$ cat config.mk
export PLATFORM = sky130hd
export DESIGN_NAME = pipeline_hazard_ctrl
export DESIGN_NICKNAME = d
export VERILOG_FILES = /design/src/rtl/pipe_ctrl_pkg.sv /design/src/rtl/hazard_stats.sv /design/src/rtl/pipeline_hazard_ctrl.sv
export SDC_FILE = /design/constraint.sdc
export NUM_CORES = 1
export LEC_CHECK = 0
export ABC_AREA = 0
export BUFFER_PORTS_ARGS = -buffer_cell sky130_fd_sc_hd__buf_2
export CORE_AREA = 2 2 39 41
export CTS_BUF_LIST = sky130_fd_sc_hd__clkbuf_4
export CTS_CLUSTER_DIAMETER = 80
export DETAILED_ROUTE_END_ITERATION = 10
export DIE_AREA = 0 0 41 43
export PLACE_DENSITY = 0.93
export SLEW_MARGIN = 25
export SYNTH_ARGS = -nofsm -noshare
export SYNTH_HDL_FRONTEND = slang
export SYNTH_SLANG_ARGS = --single-unit
$ cat constraint.sdc
create_clock -name clk -period 2.85 [get_ports clk]
set_input_delay 0.1425 -clock clk [delete_from_list [all_inputs] [get_ports clk]]
set_output_delay 0.1425 -clock clk [all_outputs]
set_load 0.005 [all_outputs]
$ cat src/rtl/pipe_ctrl_pkg.sv
// Shared definitions for the pipeline hazard controller: FSM state
// encodings, flush-length default, counter width and the load-use test.
package pipe_ctrl_pkg;

    typedef enum logic [1:0] {
        RUN    = 2'd0,
        LSTALL = 2'd1,
        FLUSH  = 2'd2,
        MWAIT  = 2'd3
    } hz_state_t;

    localparam int FLUSH_CYCLES_DEF = 2;
    localparam int CNT_W            = 3;

    // True when the ID instruction reads the register a pending load in EX writes.
    function automatic logic load_use_hit(
        input logic       ex_valid,
        input logic       ex_mem_read,
        input logic [4:0] ex_rd,
        input logic [4:0] id_rs1,
        input logic       id_rs1_used,
        input logic [4:0] id_rs2,
        input logic       id_rs2_used
    );
        return ex_valid && ex_mem_read && (ex_rd != 5'd0) &&
               ((id_rs1_used && (id_rs1 == ex_rd)) ||
                (id_rs2_used && (id_rs2 == ex_rd)));
    endfunction

endpackage

$ cat src/rtl/hazard_stats.sv
// Free-running 32-bit stall statistics: one counter per stall kind,
// each advancing once per cycle its stall is asserted and wrapping at 2^32.
module hazard_stats (
    input  logic        clk,
    input  logic        rst_n,
    input  logic        load_stall,
    input  logic        branch_stall,
    input  logic        pipe_freeze,
    output logic [31:0] stall_load_cnt,
    output logic [31:0] stall_branch_cnt,
    output logic [31:0] stall_mem_cnt
);

    logic [2:0]  event_vec;
    logic [31:0] count_reg [3];

    assign event_vec = {pipe_freeze, branch_stall, load_stall};

    generate
        for (genvar gi = 0; gi < 3; gi++) begin : g_cnt
            // Count cycles in which this stall kind is active.
            always_ff @(posedge clk or negedge rst_n) begin
                if (!rst_n) begin
                    count_reg[gi] <= 32'd0;
                end else if (event_vec[gi]) begin
                    count_reg[gi] <= count_reg[gi] + 32'd1;
                end
            end
        end
    endgenerate

    assign stall_load_cnt   = count_reg[0];
    assign stall_branch_cnt = count_reg[1];
    assign stall_mem_cnt    = count_reg[2];

endmodule

$ cat src/rtl/pipeline_hazard_ctrl.sv
// Pipeline hazard controller: load-use stall, branch redirect flush and
// data-memory wait freeze for a classic 5-stage pipeline.
// Optional statistics counters are built when HAZARD_STATS_EN is defined.
module pipeline_hazard_ctrl
    import pipe_ctrl_pkg::*;
#(
    parameter int FLUSH_CYCLES = FLUSH_CYCLES_DEF
) (
    input  logic        clk,
    input  logic        rst_n,
    input  logic [4:0]  id_rs1,
    input  logic [4:0]  id_rs2,
    input  logic        id_rs1_used,
    input  logic        id_rs2_used,
    input  logic        ex_valid,
    input  logic        ex_mem_read,
    input  logic [4:0]  ex_rd,
    input  logic        ex_redirect,
    input  logic        dmem_req,
    input  logic        dmem_ready,
    output logic        load_stall,
    output logic        branch_stall,
    output logic        id_ex_flush,
    output logic        pc_hold,
    output logic        pipe_freeze,
`ifdef HAZARD_STATS_EN
    output logic [31:0] stall_load_cnt,
    output logic [31:0] stall_branch_cnt,
    output logic [31:0] stall_mem_cnt,
`endif
    output logic [1:0]  state
);

    localparam logic [CNT_W-1:0] CNT_LOAD = CNT_W'(FLUSH_CYCLES - 1);

    hz_state_t        state_reg, state_next;
    hz_state_t        saved_reg, saved_next;
    hz_state_t        eff_state;
    logic [CNT_W-1:0] cnt_reg, cnt_next;
    logic             mem_wait;
    logic             hz;

    assign mem_wait = dmem_req & ~dmem_ready;
    assign hz       = load_use_hit(ex_valid, ex_mem_read, ex_rd,
                                   id_rs1, id_rs1_used, id_rs2, id_rs2_used);
    assign state    = state_reg;

    // State, flush counter and the state parked during a memory wait.
    always_ff @(posedge clk or negedge rst_n) begin
        if (!rst_n) begin
            state_reg <= RUN;
            saved_reg <= RUN;
            cnt_reg   <= '0;
        end else begin
            state_reg <= state_next;
            saved_reg <= saved_next;
            cnt_reg   <= cnt_next;
        end
    end

    // Next-state and stall outputs. The cycle that ends a memory wait is
    // handled as a normal cycle of the parked state, so a flush keeps
    // squashing and a redirect held through the wait is acted on then.
    always_comb begin
        state_next   = state_reg;
        saved_next   = saved_reg;
        cnt_next     = cnt_reg;
        load_stall   = 1'b0;
        branch_stall = 1'b0;
        id_ex_flush  = 1'b0;
        pc_hold      = 1'b0;
        pipe_freeze  = 1'b0;
        eff_state    = (state_reg == MWAIT) ? saved_reg : state_reg;

        if (!rst_n) begin
            // Outputs forced low while reset is held.
            state_next = RUN;
        end else if (mem_wait) begin
            pipe_freeze = 1'b1;
            pc_hold     = 1'b1;
            state_next  = MWAIT;
            if (state_reg != MWAIT) begin
                saved_next = state_reg;
            end
        end else begin
            saved_next = RUN;
            unique case (eff_state)
                FLUSH: begin
                    // EX holds a bubble here, so a redirect is ignored.
                    branch_stall = 1'b1;
                    if (cnt_reg != '0) begin
                        cnt_next = cnt_reg - CNT_W'(1);
                    end
                    state_next = (cnt_reg <= CNT_W'(1)) ? RUN : FLUSH;
                end
                RUN, LSTALL: begin
                    if (ex_redirect) begin
                        branch_stall = 1'b1;
                        id_ex_flush  = 1'b1;
                        cnt_next     = CNT_LOAD;
                        state_next   = (FLUSH_CYCLES > 1) ? FLUSH : RUN;
                    end else if ((eff_state == RUN) && hz) begin
                        load_stall  = 1'b1;
                        pc_hold     = 1'b1;
                        id_ex_flush = 1'b1;
                        state_next  = LSTALL;
                    end else begin
                        state_next = RUN;
                    end
                end
                default: begin
                    state_next = RUN;
                end
            endcase
        end
    end

`ifdef HAZARD_STATS_EN
    hazard_stats u_stats (
        .clk              (clk),
        .rst_n            (rst_n),
        .load_stall       (load_stall),
        .branch_stall     (branch_stall),
        .pipe_freeze      (pipe_freeze),
        .stall_load_cnt   (stall_load_cnt),
        .stall_branch_cnt (stall_branch_cnt),
        .stall_mem_cnt    (stall_mem_cnt)
    );
`endif

endmodule
Word-level counts from Yosys, hierarchy flattened
Index checks and enable logic that the tools add are counted.
{ "totals": {"register_bits": 7, "in_bits": 24, "out_inout_bits": 7, "word_cells": 60} }
{ "op_classes": {"addsub": 1, "n_lt_le_gt_ge": 1, "n_eq_ne": 9, "muxes": 29, "n_bitwise": 3, "n_reduce_logical": 14} }
{ "ops": {"columns": ["cell", "n"], "rows": [
  ["$mux 1", 17],
  ["$mux 2", 7],
  ["$eq 5x5->1", 2],
  ["$logic_and 1x1->1", 6],
  ["$mux 3", 2],
  ["$ne 2x2->1 const B", 3],
  ["$pmux 3 s2", 1],
  ["$reduce_and 5->1", 1],
  ["$reduce_bool 5->1", 1],
  ["$eq 2x2->1 const B", 2],
  ["$pmux 2 s2", 1],
  ["$le 3x1->1 const B", 1],
  ["$reduce_bool 3->1", 1],
  ["$sub 3x1->3 const B", 1],
  ["$eq 2x1->1 const B", 1],
  ["$logic_not 2->1", 1],
  ["$ne 2x1->1 const B", 1],
  ["$not 1->1", 2],
  ["$pmux 1 s2", 1],
  ["$reduce_and 2->1", 1],
  ["$reduce_bool 2->1", 1],
  ["$reduce_or 2->1", 1],
  ["$and 1x1->1", 1],
  ["$logic_or 1x1->1", 1]
]} }

Longest topological paths before layout
{ "logic_depth": {"word_depth": 10, "ltp_mapped": 5, "ltp_nobuf": 5} }

Worst setup path before layout
No wires, ideal clock.
{ "synth_path": {"path_type": "reg-to-reg", "start": "reg saved_reg[1]", "end": "reg cnt_reg[1]", "setup_ps": 125, "arrival_ps": 1296, "required_time_ps": 2725, "setup_slack_ps": 1429, "stages_incl_launch_ff": 5, "path_buffers": 0, "synth_period_minus_slack_ps": 1421, "cell_sequence": "dfrtp_1 -> nor2b_2 -> o2111a_1 -> a211oi_4 -> mux2_4"} }
{ "synth_between": {"elab_chain_cells": 5, "elab_cells_between_ends": 10, "classes_between": "eq/ne: 4; mux: 2; reduce/logical: 4"} }
{ "synth_rtl": {"columns": ["item", "line", "source"], "rows": [
  ["start, declared", "pipeline_hazard_ctrl.sv:37", "hz_state_t saved_reg, saved_next;"],
  ["start signal, assigned", "pipeline_hazard_ctrl.sv:56", "saved_reg <= saved_next;"],
  ["$mux 2 (*)", "pipeline_hazard_ctrl.sv:73", "eff_state = (state_reg == MWAIT) ? saved_reg : state_reg;"],
  ["$eq 2x1->1 or $logic_not 2->1 (tied branches)", "pipeline_hazard_ctrl.sv:87", "unique case (eff_state)"],
  ["$reduce_or 2->1", "pipeline_hazard_ctrl.sv:87", null],
  ["$ne 2x2->1 (no line) or $reduce_bool 2->1 (tied branches)", null, null],
  ["$reduce_and 5->1 (no line)", null, null],
  ["end signal, assigned", "pipeline_hazard_ctrl.sv:57", "cnt_reg <= cnt_next;"],
  ["end, declared", "pipeline_hazard_ctrl.sv:39", "logic [CNT_W-1:0] cnt_reg, cnt_next;"]
]} }
Mark *: on every way between the ends. The rest lies on a longest branch, timed or not.
A chain may end at the register's enable or synchronous reset.

Worst setup path in the final report
{ "layout_path": {"start": "reg saved_reg[1]", "end": "out pc_hold"} }
{ "layout_between": {"elab_chain_cells": 8, "elab_cells_between_ends": 10, "classes_between": "eq/ne: 1; mux: 6; reduce/logical: 3"} }
{ "layout_rtl": {"columns": ["item", "line", "source"], "rows": [
  ["$mux 2 (*)", "pipeline_hazard_ctrl.sv:73", null],
  ["$logic_not 2->1", "pipeline_hazard_ctrl.sv:87, pipeline_hazard_ctrl.sv:102", null],
  ["$logic_and 1x1->1", "pipeline_hazard_ctrl.sv:102", "end else if ((eff_state == RUN) && hz) begin"],
  ["$mux 1", "pipeline_hazard_ctrl.sv:102", null],
  ["$mux 1", "pipeline_hazard_ctrl.sv:97", "if (ex_redirect) begin"],
  ["$mux 1 (*)", "pipeline_hazard_ctrl.sv:87", null],
  ["$mux 1 (*)", "pipeline_hazard_ctrl.sv:78", "end else if (mem_wait) begin"],
  ["$mux 1 (*)", "pipeline_hazard_ctrl.sv:75", "if (!rst_n) begin"],
  ["end, declared", "pipeline_hazard_ctrl.sv:24", "output logic pc_hold,"]
]} }
Marked as above.

==> impl_metrics.tcl <==
set metrics [dict create \
    status "complete, no violations" \
    dpl.hpwl_microns 1220 \
    tritoncts "yes" \
    path_cells "nand2b_1 > nand2_1 > nand3b_1 > o31ai_2 > buf_2" \
    ant_nets 0 \
    dpl_cell_area_sq_um 828 \
    period_minus_slack_ps 1790 \
    drive_gt1_frac 0.389 \
    clockBufferDepth 2 \
    r2r_slack_ps 1350 \
    htreeDepth 1 \
    slowest_stage "dfrtp_1" \
    ff2ff_path_depth 4 \
    hold_path_end "saved_reg[1]" \
    core_area_sq_mm 0.00138 \
    ys_ff_latch 7 \
    wirelength_microns 1490 \
    worstSetupPathType "register to output port" \
    clk_pin_slew_ps 60 \
    fin_area_sq_um 868 \
    area_growth_pct 31.9 \
    cp.arrival_ps 1650 \
    largest_reg_flops 3 \
    synth_nets 100 \
    relSlewSlack 0.718 \
    yosysSeqAreaShare 0.266 \
    powerDensity_mw_per_mm2 418 \
    fin_setup_tns_ps 0 \
    hp-start "dmem_ready" \
    netlist_top_cells_area "dfrtp_1 27%, xor2_1 11%, ha_1 5.7%" \
    ir_worst_vdd_uv 295 \
    drt_first_pass_iters 4 \
    die_y_microns 43 \
    timing.fmax_ghz 0.559 \
    clock_skew_ps 10.1 \
    dieArea_sq_mm 0.00176 \
    cp_num_buf_inv 1 \
    yosys_warnings 0 \
    synth_cell_types 37 \
    nets 136 \
    hold_viol 0 \
    rsz0062_at_grt "false" \
    grt_pass1_vias 599 \
    diodes 0 \
    syn_inst 73 \
    wl_per_cell_microns 12.0 \
    finalCritPeriodShare 0.628 \
    vias 638 \
    port_buffers 30 \
    synth_top_area_frac 0.266 \
    layout_common_cells "30 x buf_2, 8 x xor2_1, 7 x dfrtp_1" \
    worst_r2r_startpoint "saved_reg[1]" \
    fill_cells 127 \
    grt_pass1_wl_microns 2280 \
    synth_area_per_cell_sq_um 9.02 \
    start_util 0.476 \
    final_common_cell "buf_2" \
    io_pins 31 \
    p_leak_nw 0.416 \
    grt_antenna_before_repair 0 \
    hp-class "primary input to register" \
    routabilityCongestion 0.778 \
    worst_pin_slew_ps 420 \
    cts-root-buf "clkbuf_4" \
    synth_area_sq_um 658 \
    num_rows 14 \
    chipWidth_microns 41 \
    worstSetupEndpointType "output port" \
    crit_family "simple AND/OR/NAND/NOR gates" \
    cp_data_required_time_ps 2710 \
    crit_path_max_fanout 6 \
    hold_depth 4 \
    grt-ovfl-total 0 \
    maxSlewViolCount 0 \
    post-route-util 0.627 \
    reg2reg_to "cnt_reg[1]" \
    cts_sinks 7 \
    drt_iter0_drc 7 \
    track_usage 0.189 \
    drc_errors 0 \
    setup_violations 0 \
    cpPeakStageDelay_ps 390 \
    max-cap-violations 0 \
    via_per_inst 5.15 \
    worstSkewPairLatency_ps 260 \
    synth_area_leader_cell "dfrtp_1" \
    cts_setup_buffers 0 \
    crit_path_start_kind "register" \
    grt_max_degree 16 \
    numCtsBuffers 3 \
]
[metal layers]
layer  global-route usage  vias to the layer above  part of all wire
met5                    0                        -                 0
met2                0.334                       27              0.49
met1                0.206                      280              0.41
met4               0.0733                        0            0.0034
li1                     -                      329                 -
met3               0.0314                        2             0.097
[power by group]
group / total (mW) / internal [mW] / switching (mW)
combinational: 0.132 / 0.0637 / 0.0686
sequential: 0.127 / 0.114 / 0.0134
clock: 0.104 / 0.0632 / 0.0406
[how the worst max path moves through the flow]
stage / startpoint / endpoint / slack (ps) / depth (start not counted)
global placement: ex_rd[3] / pc_hold / 1320 / 6
CTS: saved_reg[1] / pc_hold / 1030 / 5
floorplan: saved_reg[1] / cnt_reg[1] / 1430 / 4
finish: saved_reg[1] / pc_hold / 1060 / 5
detailed placement: ex_rd[3] / pc_hold / 1260 / 6
global route: saved_reg[1] / pc_hold / 950 / 5
[kinds of logic (layout without fill, tap and decap cells)]
group           count (synthesis)  in the layout  synth area share
mux                             2              2            0.0380
flops                           7              7             0.266
simple gates                   28             28             0.260
xor+xnor                       10             10             0.133
buf+inv                         6             41            0.0342
fa+ha+maj                       3              3            0.0570
compound gates                 17             17             0.211
[timing repair]
| action | 4_1_cts | 5_1_grt |
|---|---|---|
| resized for setup | 0 | 0 |
| setup endpoints to repair | 0 | 0 |
| hold endpoints to repair | 7 | 0 |
| hold buffers | 1 | 0 |
[Yosys cell counts (all sizes together)]
cell / n
a211oi: 2
a21oi: 4
a32oi: 1
and2: 2
and2b: 2
dfrtp: 7
ha: 3
inv: 6
mux2: 1
mux2i: 1
nand2: 6
nand2b: 3
nand3: 1
nand3b: 1
nand4: 1
nor2: 3
nor2b: 2
nor3: 2
nor3b: 1
nor4: 3
o2111a: 1
o21a: 1
o21ai: 3
o21bai: 1
o22ai: 1
o2bb2ai: 1
o311a: 1
o31ai: 1
or3: 1
xnor2: 2
xor2: 8
[per-stage QoR]
stage          std cells  power, mW  hold WS [ps]  setup WS [ps]
2_1_floorplan         73      0.214          -153           1430
3_3_place_gp         119      0.256          31.1           1320
3_5_place_dp         119      0.261          36.1           1260
4_1_cts              124      0.366           195           1030
5_1_grt              124      0.393           233            949
6_report             124      0.363           195           1060
[tightest hold or removal path: stages]
cell and delay [ps]:
buf_2 80, nor2b_1 60, nand2_1 60, a21oi_1 60
[layout make-up]
class | instances | area [sq um] | area share
Multi-Input combinational cell | 60 | 460 | 0.530
Sequential cell | 7 | 175 | 0.202
Timing Repair Buffer | 31 | 160 | 0.184
Clock buffer | 4 | 30.0 | 0.0346
Inverter | 6 | 22.5 | 0.0259
Tap cell | 16 | 20.0 | 0.0231
(Power assumes the default switching activity.)
